### src/rtl/apple_bus_pkg.sv
// Shared constants and types for the Apple II slot bus initiator.
package apple_bus_pkg;

    localparam logic [15:0] IO_BASE      = 16'hC080;
    localparam logic [15:0] SLOTROM_BASE = 16'hC000;
    localparam logic [15:0] EXPROM_LO    = 16'hC800;
    localparam logic [15:0] EXPROM_HI    = 16'hCFFF;
    localparam logic [15:0] CLR_EXP_ADDR = 16'hCFFF;

    typedef enum logic {
        PH1 = 1'b0,
        PH0 = 1'b1
    } phase_e;

    // True when a lies in the inclusive window [lo, hi].
    function automatic logic addr_in(input logic [15:0] a, input logic [15:0] lo,
                                     input logic [15:0] hi);
        return (a >= lo) && (a <= hi);
    endfunction

endpackage

### src/rtl/apple_bus_master_bus_phase_gen.sv
// phi0 generator: free-running phase counter plus PH1/PH0 FSM.
// last_ph1/last_ph0 flag the final fclk of each half-period.
module bus_phase_gen
    import apple_bus_pkg::*;
#(
    parameter int CLK_PER_PHASE = 4
) (
    input  logic fclk,
    input  logic reset,
    output logic phi0,
    output logic last_ph1,
    output logic last_ph0
);

    localparam int CW = (CLK_PER_PHASE > 1) ? $clog2(CLK_PER_PHASE) : 1;
    localparam logic [CW-1:0] CNT_LAST = CW'(CLK_PER_PHASE - 1);

    phase_e        state, state_nxt;
    logic [CW-1:0] cnt;
    logic          cnt_wrap;

    assign cnt_wrap = (cnt == CNT_LAST);

    // State and phase counter registers; counter wraps every half-period.
    always_ff @(posedge fclk or posedge reset) begin
        if (reset) begin
            state <= PH1;
            cnt   <= '0;
        end else begin
            state <= state_nxt;
            cnt   <= cnt_wrap ? '0 : cnt + 1'b1;
        end
    end

    // Toggle phase at the end of each half-period.
    always_comb begin
        state_nxt = state;
        case (state)
            PH1:     if (cnt_wrap) state_nxt = PH0;
            PH0:     if (cnt_wrap) state_nxt = PH1;
            default: state_nxt = PH1;
        endcase
    end

    assign phi0     = (state == PH0);
    assign last_ph1 = (state == PH1) && cnt_wrap;
    assign last_ph0 = (state == PH0) && cnt_wrap;

endmodule

### src/rtl/apple_bus_master.sv
// Apple II slot bus initiator: turns a valid/ready request into one
// 6502-style bus cycle and returns a one-fclk completion pulse.
// Optional: APPLE_BUS_CLR_EXP_EN makes the first post-reset cycle an
// internal read of $CFFF to clear card expansion-ROM latches.
module apple_bus_master
    import apple_bus_pkg::*;
#(
    parameter int CLK_PER_PHASE = 4,
    parameter int SLOT          = 6
) (
    input  logic        fclk,
    input  logic        reset,
    input  logic        req_valid,
    output logic        req_ready,
    input  logic [15:0] req_addr,
    input  logic        req_rw,
    input  logic [7:0]  req_wdata,
    output logic        resp_valid,
    output logic [7:0]  resp_rdata,
    output logic        phi0,
    output logic [15:0] addr,
    output logic        rw,
    output logic        _devsel,
    output logic        _iosel,
    output logic        _iostrobe,
    output logic [7:0]  data_out,
    output logic        data_oe,
    input  logic [7:0]  data_in
);

`ifdef APPLE_BUS_CLR_EXP_EN
    localparam logic CLR_EN = 1'b1;
`else
    localparam logic CLR_EN = 1'b0;
`endif

    localparam logic [15:0] DEV_LO = IO_BASE + 16'(SLOT * 16);
    localparam logic [15:0] DEV_HI = DEV_LO + 16'h000F;
    localparam logic [15:0] ROM_LO = SLOTROM_BASE + 16'(SLOT * 256);
    localparam logic [15:0] ROM_HI = ROM_LO + 16'h00FF;

    logic        last_ph1, last_ph0;
    logic        active;     // a transaction owns the current bus cycle
    logic        clr_q;      // current cycle is the internal latch-clear read
    logic        ph0_act;    // PH0 half of an active cycle
    logic [15:0] addr_q;
    logic        rw_q;
    logic [7:0]  wdata_q;

    bus_phase_gen #(.CLK_PER_PHASE(CLK_PER_PHASE)) u_phase (
        .fclk     (fclk),
        .reset    (reset),
        .phi0     (phi0),
        .last_ph1 (last_ph1),
        .last_ph0 (last_ph0)
    );

    // Requests are only taken on the cycle boundary, so a new cycle starts cleanly.
    assign req_ready = last_ph0;

    // Transaction registers: load on the cycle boundary, capture read data at PH0 end.
    // With the latch-clear feature the first cycle is pre-loaded as a $CFFF read.
    always_ff @(posedge fclk or posedge reset) begin
        if (reset) begin
            active     <= CLR_EN;
            clr_q      <= CLR_EN;
            addr_q     <= CLR_EN ? CLR_EXP_ADDR : 16'h0000;
            rw_q       <= 1'b1;
            wdata_q    <= 8'h00;
            resp_valid <= 1'b0;
            resp_rdata <= 8'h00;
        end else begin
            resp_valid <= 1'b0;
            if (last_ph0) begin
                if (active && !clr_q) begin
                    resp_valid <= 1'b1;
                    resp_rdata <= rw_q ? data_in : 8'h00;
                end
                clr_q <= 1'b0;
                if (req_valid) begin
                    active  <= 1'b1;
                    addr_q  <= req_addr;
                    rw_q    <= req_rw;
                    wdata_q <= req_wdata;
                end else begin
                    active <= 1'b0;
                    rw_q   <= 1'b1;
                end
            end
        end
    end

    // Select window: opens entering PH0 of an active cycle, closes entering PH1.
    always_ff @(posedge fclk or posedge reset) begin
        if (reset) begin
            ph0_act <= 1'b0;
        end else if (last_ph1) begin
            ph0_act <= active;
        end else if (last_ph0) begin
            ph0_act <= 1'b0;
        end
    end

    assign addr      = addr_q;
    assign rw        = rw_q;
    assign _devsel   = !(ph0_act && addr_in(addr_q, DEV_LO, DEV_HI));
    assign _iosel    = !(ph0_act && addr_in(addr_q, ROM_LO, ROM_HI));
    assign _iostrobe = !(ph0_act && addr_in(addr_q, EXPROM_LO, EXPROM_HI));
    assign data_oe   = ph0_act && !rw_q;
    assign data_out  = data_oe ? wdata_q : 8'h00;

endmodule

### config.mk
export PLATFORM = sky130hd
export DESIGN_NAME = apple_bus_master
export DESIGN_NICKNAME = d
export VERILOG_FILES = /design/src/rtl/apple_bus_pkg.sv /design/src/rtl/apple_bus_master_bus_phase_gen.sv /design/src/rtl/apple_bus_master.sv
export SDC_FILE = /design/constraint.sdc
export NUM_CORES = 1
export LEC_CHECK = 0
export ABC_AREA = 1
export BUFFER_PORTS_ARGS = -buffer_cell sky130_fd_sc_hd__buf_2
export CORE_MARGIN = 1.5
export CORE_UTILIZATION = 50
export DETAILED_ROUTE_END_ITERATION = 8
export PLACE_DENSITY = 0.84
export SYNTH_ARGS = -nofsm -noshare
export SYNTH_HDL_FRONTEND = slang
export SYNTH_SLANG_ARGS = --single-unit
### constraint.sdc
create_clock -name fclk -period 2.47 [get_ports fclk]
set_input_delay 0.1235 -clock fclk [delete_from_list [all_inputs] [get_ports fclk]]
set_output_delay 0.1235 -clock fclk [all_outputs]
set_load 0.05 [all_outputs]
Yosys cells after proc, flatten, opt, wreduce, memory -nomap -nowiden. Cells that the tools add are included.

Register bits: 39. Output and inout port bits: 40. Logic and storage cells: 46.

Add/subtract/negate cells: 1. $lt $le $gt $ge: 6. Equal/unequal tests: 1. Mux-type cells: 12. Bitwise logic cells: 1. Reduce and logical (&&, ||, !) cells: 16.

Operators with widths (number): $ge 16x16->1 const B (3); $le 16x16->1 const B (3); $mux 8 (2); $logic_and 1x1->1 (9); $mux 1 (8); $logic_not 1->1 (4); $reduce_and 2->1 (2); $add 2x1->2 const B (1); $eq 2x2->1 const B (1); $mux 2 (1); $pmux 1 s2 (1); $reduce_bool 2->1 (1); $not 1->1 (1).

Depth between registers and ports, before layout. Gate-level depths: netlist of run 1.

Depth after elaboration: 4. Mapped depth: 7. Mapped depth without buffers: 6.

Cells and area by module. From an unflattened synthesis of run 1, not the netlist that was laid out.

Cells, all modules: 190. Area total of the unflattened synthesis: 1679.1 um^2.

By module, submodules not included: apple_bus_master (times used 1, cells each 180, area an instance 1551.5 um^2, seq. area each 902.1 um^2); bus_phase_gen (times used 1, cells each 10, area an instance 127.6 um^2, seq. area each 75.1 um^2).

Least setup slack after synthesis of run 1. OpenSTA, ideal clock, no wires.

Path type: register to output. Start point: reg rw_q, in the netlist rw. End point: out data_out[0]. Arrival time: 2.322 ns. Required time: 2.346 ns. Path slack: 0.025 ns. Cell stages (with the launch flop): 5. Buffers on the path: 1. Cells stage by stage: dfstp_2 buf_2 nor2_1 inv_1 nor2_1.

Word-level cells in the longest chain between the ends: 3.

Ends and longest elaborated chain: start: declaration (line apple_bus_master.sv:47) `logic rw_q;`; start signal: assignment (line apple_bus_master.sv:83) `rw_q <= req_rw;`; $logic_not 1->1 (line apple_bus_master.sv:109) `assign data_oe = ph0_act && !rw_q;`; $logic_and 1x1->1 (line apple_bus_master.sv:109); via data_oe (line apple_bus_master.sv:27) `output logic data_oe,`; $mux 8 (line apple_bus_master.sv:110) `assign data_out = data_oe ? wdata_q : 8'h00;`; end: declaration (line apple_bus_master.sv:26) `output logic [7:0] data_out,`.

The timed path passes the listed nets, and every way through them passes these cells.

Worst setup path in the final report of run 1.
Start point: reg rw_q, in the netlist rw. End point: out data_out[6].

Word-level cells in the longest chain between the ends: 3.

Ends and longest elaborated chain (line): $logic_not 1->1 (apple_bus_master.sv:109); $logic_and 1x1->1 (apple_bus_master.sv:109); $mux 8 (apple_bus_master.sv:110).

Every way passes these cells.

==> results of run 1 <==
-- synthesized netlist by cell type --
library cell                n  area (µm²)
sky130_fd_sc_hd__o21ai_2    6       52.55
sky130_fd_sc_hd__nand2_2    5       31.28
sky130_fd_sc_hd__nand2_4    1       11.26
sky130_fd_sc_hd__nand3b_1   1       7.510
sky130_fd_sc_hd__buf_6      3       33.78
sky130_fd_sc_hd__inv_6      1       8.760
sky130_fd_sc_hd__nand2_1   72       270.3
sky130_fd_sc_hd__inv_1     19       71.32
sky130_fd_sc_hd__buf_12     1       20.02
sky130_fd_sc_hd__o21ai_1    1       5.000
sky130_fd_sc_hd__dfstp_2    1       26.28
sky130_fd_sc_hd__nor2_1    17       63.81
sky130_fd_sc_hd__ha_1       3       37.54
sky130_fd_sc_hd__o21ai_0   13       65.06
sky130_fd_sc_hd__o22a_1     1       8.760
sky130_fd_sc_hd__buf_2      2       10.01
sky130_fd_sc_hd__dfrtp_1   38       950.9
sky130_fd_sc_hd__nand3_1    2       10.01
-- sequential cells by signal, indices dropped and copies added, names as in the netlist --
register      cells
u_phase.cnt       2
addr             16
resp_rdata        8
active            1
ph0_act           1
resp_valid        1
u_phase.phi0      1
rw                1
wdata_q           8
-- power breakdown --
group	switching [µW]	leakage [µW]	internal [µW]
Clock	201	0.0000347	106
Combinational	206	0.000822	102
Sequential	31.6	0.000481	687
Total	438	0.00134	895
-- kinds of logic after synthesis --
| kind of cell | count (synthesis) | share of synthesized area, % |
|---|---|---|
| compound gates | 21 | 7.801 |
| fa+ha+maj | 3 | 2.229 |
| buf+inv | 26 | 8.544 |
| flops | 39 | 58.02 |
| simple gates | 98 | 23.40 |
-- metrics by stage --
stage | instance area, µm² | total power, µW | hold slack (ns)
floorplan | 1684 | 919.4 | 0.2274
global placement | 2066 | 1001 | 0.1317
detailed placement | 2066 | 1005 | 0.1372
CTS | 2359 | 1332 | 0.0009361
global route | 2379 | 1393 | 0.004780
finish | 2379 | 1333 | 0.01974
-- area by class of cell --
type                            count  area (µm²)  share of cell area [%]
Tap cell                           44       55.05                   2.315
Clock buffer                        5       37.54                   1.578
Clock inverter                      3       15.01                  0.6312
Sequential cell                    39       977.2                   41.08
Multi-Input combinational cell    122       563.0                   23.67
Timing Repair Buffer              103       650.6                   27.35
Inverter                           20       80.08                   3.367
-- path summary, 6_finish.rpt --
path / cells after the start / end / start / slack (ns)
worst max-delay path: 4 / data_out[6] / rw / 0.78
worst min-delay path: 3 / wdata_q[7] / req_wdata[7] / 0.02
worst max register to register: 6 / wdata_q[7] / u_phase.cnt[0] / 0.84
worst min register to register: 1 / u_phase.cnt[0] / u_phase.cnt[0] / 0.44
max in group asynchronous: 4 / addr[15] / reset / 1.59
min in group asynchronous: 3 / resp_rdata[3] / reset / 0.30
-- routing by layer --
layer  wire [µm]  share of wire, %  GRT usage [%]  vias to the layer above
li1            -                 -              -                      773
met1        1687                43          25.73                      697
met2        1923                49          39.97                       57
met3         211               5.4          4.412                        9
met4          78               2.0          10.56                        0
met5           0                 0              0                        -
-- worst register-to-register path, cell delays in order, from the launching register on --
cell and delay (ns):
sky130_fd_sc_hd__dfrtp_1 0.37, sky130_fd_sc_hd__ha_1 0.23, sky130_fd_sc_hd__ha_1 0.31, sky130_fd_sc_hd__nand2_4 0.19
sky130_fd_sc_hd__inv_6 0.26, sky130_fd_sc_hd__nand2_1 0.13, sky130_fd_sc_hd__o21ai_2 0.07
-- timing repair --
action	CTS	global route
endpoints found under the hold margin	32	2
endpoints found under the setup margin	0	0
hold buffers	24	2
setup buffers	0	0
gates resized for setup	0	0
==> results_tabular.tex, run 1 <==
\begin{tabular}{lr}
\hline
Metric & Value \\
\hline
\multicolumn{2}{l}{\textbf{Clock network}} \\
Clock tree from TritonCTS & yes \\
Clock edge transition at the registers on the reported setup and hold paths & 0.11 ns \\
Later-pin clock latency in the skew report & 0.34 ns \\
Sink Count & 39 \\
Number of H-tree branching levels & 2 \\
Number of buffers created by CTS & 5 \\
Clock tree root buffer cell & sky130\_fd\_sc\_hd\_\_clkbuf\_4 \\
CTS Buffer Depth & 2 \\
\multicolumn{2}{l}{\textbf{STA}} \\
Clock tree skew after final layout & 0.007178 ns \\
Max-slew headroom & 71.36\% \\
Final worst path period share & 68.55\% \\
Final sum of negative setup slack & 0 ns \\
Post-route minimum period & 1.693 ns \\
Number of endpoints with negative hold slack in the final report & 0 \\
Crit path setup slack, layout & 0.7768 ns \\
Setup violators final & 0 \\
Fmax achieved & 0.5906 GHz \\
Final number of max-transition violations & 0 \\
RSZ-0062 raised after global routing & false \\
Worst-margin pin slew & 0.4291 ns \\
\multicolumn{2}{l}{\textbf{Yosys}} \\
Netlist cell types & 18 \\
Flops \& latches, synth & 39 \\
Synthesized net count & 226 \\
Mean Syn Cell Area & 9.006 µm² \\
Portion of the post-synthesis area used by sequential elements & 58.02\% \\
Post-synthesis instance area & 1684 µm² \\
Warning count from the yosys run & 0 \\
Mapped Cells & 187 \\
\multicolumn{2}{l}{\textbf{Final layout}} \\
Top library cells by usage in the layout, fill and taps aside & sky130\_fd\_sc\_hd\_\_buf\_2, sky130\_fd\_sc\_hd\_\_nand2\_1, sky130\_fd\_sc\_hd\_\_dfrtp\_1 \\
Commonest non-fill, non-tap cell in the layout & sky130\_fd\_sc\_hd\_\_buf\_2 \\
Share of cells above drive strength 1 & 33.90\% \\
Antenna cells & 0 \\
Final Instance Count excl. Fillers & 336 \\
Filler Cell Count & 240 \\
Core Util, Final & 76.04\% \\
Synthesis-to-finish area growth & 41.23\% \\
Post-layout net count & 330 \\
\multicolumn{2}{l}{\textbf{GRT}} \\
Antenna violations before repair & 0 \\
Wire length of the first global-routing pass & 6.030 mm \\
Congestion Overflow GR & 0 \\
Largest net degree at the start of global routing & 35 \\
Number of global-route vias before repair & 1437 \\
Total routing usage reported by global routing & 22.41\% \\
\multicolumn{2}{l}{\textbf{Route}} \\
Routed via count & 1536 \\
1st-iter DRT viols & 71 \\
DRT Pass-1 Iters & 4 \\
Number of vias per cell & 4.571 \\
Avg WL per Cell & 11.61 µm \\
Antenna viol nets, final & 0 \\
Total routed wirelength & 3.900 mm \\
DRC errors left & 0 \\
\multicolumn{2}{l}{\textbf{Die}} \\
Core outline area & 3128 µm² \\
Area of the die & 3725 µm² \\
Site Rows & 20 \\
Starting Density & 53.84\% \\
Vertical extent of the die & 61.04 µm \\
Width of the die & 61.04 µm \\
Number of primary I/O pins & 76 \\
\multicolumn{2}{l}{\textbf{Worst setup path}} \\
CP Capture Type & output port \\
Highest net fanout along the worst path & 11 \\
Most common cell on crit path & sky130\_fd\_sc\_hd\_\_nor2\_1 \\
Kind of cell adding the most delay to the critical path & flip-flops \\
Required time reported for the critical path endpoint & 2.35 ns \\
Cell at the slowest stage of the critical path & sky130\_fd\_sc\_hd\_\_dfstp\_2 \\
Data arrival at the endpoint of the critical path & 1.57 ns \\
Buffers plus inverters on the worst setup path & 2 \\
Worst setup path category & reg2out \\
Element type at the critical path start & flip-flop \\
Critical path cell sequence & nor2\_1 > inv\_1 > nor2\_1 > buf\_2 \\
Delay contributed by the slowest stage of the critical path & 0.66 ns \\
\multicolumn{2}{l}{\textbf{Pwr}} \\
Max rail drop VDD & 463.2 µV \\
Leakage power figure & 0.001338 µW \\
P per Cell Area & 560.5 nW/µm² \\
\multicolumn{2}{l}{\textbf{Placed design}} \\
Placer congestion estimate & 0.7530 \\
Detail Placement HPWL & 2.404 mm \\
Post-placement cell count & 302 \\
Pre-CTS setup slack & 0.8826 ns \\
IO buf count & 75 \\
\multicolumn{2}{l}{\textbf{Hold path}} \\
Worst min-delay path class & in2reg \\
\multicolumn{2}{l}{\textbf{Run status}} \\
Result of the run & complete, no violations \\
\multicolumn{2}{l}{\textbf{Run}} \\
MaxCap Viol Count & 0 \\
\hline
\end{tabular}
Power figures use the tool's default switching activity.
==> run 2, diff against run 1 <==
- CORE_UTILIZATION: 50 -> 42
- PLACE_DENSITY: 0.84 -> 0.76
- clock period: 2.47 -> 1.39 ns (I/O delays scaled with it)
==> run 2 against run 1 <==
Against the previous run:
- the run now ends with setup timing left
- worst hold slack got worse by 0.00093 ns
- clock skew fell by 0.0051 ns
- worst setup slack got worse by 0.80 ns
- utilization fell by 5.8 points
- non-clock buffer count rose by 4
- clock power rose to 2.6 times the previous value
- critical path type unchanged
- largest cell class unchanged
==> results_tabular.tex, run 2 (same netlist as run 1, synthesis figures left out) <==
\begin{tabular}{lr}
\hline
Metric & Value \\
\hline
\multicolumn{2}{l}{\textbf{Route}} \\
Highest routing layer actually used & met4 \\
DRT Pass-1 Iters & 4 \\
Met3 layer wire length in the routed design & 287 µm \\
Total routed wirelength & 3.882 mm \\
Routed via count & 1526 \\
Met1 wire length & 1.576 mm \\
1st-iter DRT viols & 76 \\
Met2 routed wirelength & 1.964 mm \\
Avg WL per Cell & 11.28 µm \\
Number of vias per cell & 4.436 \\
DRC errors left & 0 \\
Antenna viol nets, final & 0 \\
\multicolumn{2}{l}{\textbf{Die}} \\
Vertical extent of the die & 66.32 µm \\
Number of primary I/O pins & 76 \\
Starting Density & 44.99\% \\
Area of the die & 4398 µm² \\
Width of the die & 66.32 µm \\
Core outline area & 3744 µm² \\
Site Rows & 22 \\
\multicolumn{2}{l}{\textbf{GRT}} \\
Total routing usage reported by global routing & 18.70\% \\
Antenna violations before repair & 0 \\
Largest net degree at the start of global routing & 40 \\
Wire length of the first global-routing pass & 6.085 mm \\
Number of global-route vias before repair & 1392 \\
Congestion Overflow GR & 0 \\
\multicolumn{2}{l}{\textbf{Worst setup path}} \\
CP Capture Type & output port \\
Required time reported for the critical path endpoint & 1.32 ns \\
Element type at the critical path start & flip-flop \\
Worst setup path category & reg2out \\
Data arrival at the endpoint of the critical path & 1.34 ns \\
Highest net fanout along the worst path & 8 \\
\multicolumn{2}{l}{\textbf{Placed design}} \\
Post-placement cell count & 309 \\
Detail Placement HPWL & 2.385 mm \\
IO buf count & 75 \\
DP Area & 2193 µm² \\
Placer congestion estimate & 0.7160 \\
\multicolumn{2}{l}{\textbf{STA}} \\
Clock tree skew after final layout & 0.002103 ns \\
Worst-margin pin slew & 0.4683 ns \\
Number of endpoints with negative hold slack in the final report & 0 \\
Crit path setup slack, layout & -0.02420 ns \\
RSZ-0062 raised after global routing & true \\
Post-route minimum period & 1.414 ns \\
Final number of max-transition violations & 0 \\
Fmax achieved & 0.7071 GHz \\
Max-slew headroom & 68.78\% \\
Setup violators final & 7 \\
Final worst path period share & 101.7\% \\
\multicolumn{2}{l}{\textbf{Run}} \\
MaxCap Viol Count & 0 \\
\multicolumn{2}{l}{\textbf{Pwr}} \\
Max rail drop VDD & 606.7 µV \\
Leakage power figure & 0.001386 µW \\
P per Cell Area & 1004 nW/µm² \\
\multicolumn{2}{l}{\textbf{Run status}} \\
Failing checks & setup timing \\
Result of the run & finished, violations left \\
\multicolumn{2}{l}{\textbf{Clock network}} \\
Clock tree from TritonCTS & yes \\
Number of buffers created by CTS & 5 \\
Clock tree root buffer cell & sky130\_fd\_sc\_hd\_\_clkbuf\_8 \\
Clock edge transition at the registers on the reported setup and hold paths & 0.07 ns \\
Number of H-tree branching levels & 2 \\
Sink Count & 39 \\
Later-pin clock latency in the skew report & 0.28 ns \\
CTS Buffer Depth & 2 \\
\multicolumn{2}{l}{\textbf{Final layout}} \\
Synthesis-to-finish area growth & 56.24\% \\
Commonest non-fill, non-tap cell in the layout & sky130\_fd\_sc\_hd\_\_nand2\_1 \\
Core Util, Final & 70.29\% \\
Final cell area excluding filler cells & 2631 µm² \\
Top library cells by usage in the layout, fill and taps aside & sky130\_fd\_sc\_hd\_\_nand2\_1, sky130\_fd\_sc\_hd\_\_buf\_2, sky130\_fd\_sc\_hd\_\_dfrtp\_1 \\
Final Instance Count excl. Fillers & 344 \\
Antenna cells & 0 \\
Post-layout net count & 334 \\
Share of cells above drive strength 1 & 39.53\% \\
Number of flip-flops in the largest register & 16 \\
\multicolumn{2}{l}{\textbf{Hold path}} \\
Worst min-delay path class & in2reg \\
\hline
\end{tabular}
## run 2: layer usage
| metal | up-vias | global-route usage [%] |
|---|---|---|
| met2 | 57 | 31.13 |
| met3 | 6 | 7.666 |
| li1 | 782 | - |
| met1 | 681 | 22.10 |
| met4 | 0 | 5.357 |
| met5 | - | 0 |
## run 2: cell type report
type                       instances  area, µm²
tap                               48      60.06
clock buffer                       8      100.1
multi-input combinational        122      645.6
fill                             298       1112
sequential                        39      978.4
inverter                          20      86.33
timing repair buffer             107      760.7
## run 2: path summary, 6_finish.rpt
| kind | cells after the start | end | from | slack, ns |
|---|---|---|---|---|
| hold / removal | 2 | rw | req_rw | 0.02 |
| min in group asynchronous | 4 | wdata_q[5] | reset | 0.43 |
| hold reg to reg | 1 | u_phase.cnt[0] | u_phase.cnt[0] | 0.43 |
| setup reg to reg | 6 | wdata_q[6] | u_phase.cnt[0] | 0.08 |
| max in group asynchronous | 4 | u_phase.phi0 | reset | 0.60 |
| setup / recovery | 6 | data_out[1] | ph0_act | -0.02 |
## run 2: what timing repair did
| action | 4_1_cts | 5_1_grt |
|---|---|---|
| endpoints found under the setup margin | 9 | 15 |
| endpoints found under the hold margin | 62 | 0 |
| gates resized for setup | 18 | 6 |
| hold buffers | 25 | 0 |
| setup buffers | 1 | 1 |
| pin swaps | 2 | 0 |
## run 2: critical path, stage by stage (launching register included)
cell and delay, ns:
sky130_fd_sc_hd__dfrtp_1 0.36, sky130_fd_sc_hd__inv_2 0.06, sky130_fd_sc_hd__nor2_4 0.11, sky130_fd_sc_hd__clkinvlp_4 0.11, sky130_fd_sc_hd__buf_12 0.16, sky130_fd_sc_hd__nor2_4 0.11, sky130_fd_sc_hd__buf_8 0.15
## run 2: per-stage QoR
stage	setup TNS [ns]	total power, µW	hold slack (ns)	worst slack (ns)
detailed placement	0	1796	0.2068	0.07875
global placement	0	1790	0.2095	0.1346
CTS	-0.06423	2671	0.009557	-0.01652
floorplan	-3.008	1648	0.1734	-0.3887
finish	-0.05607	2642	0.01881	-0.02420
global route	-0.5663	2776	0.007393	-0.08469
## run 2: where the power goes
group          internal (µW)  switching (µW)
clock network            452             360
registers               1220            50.3
logic                    180             377
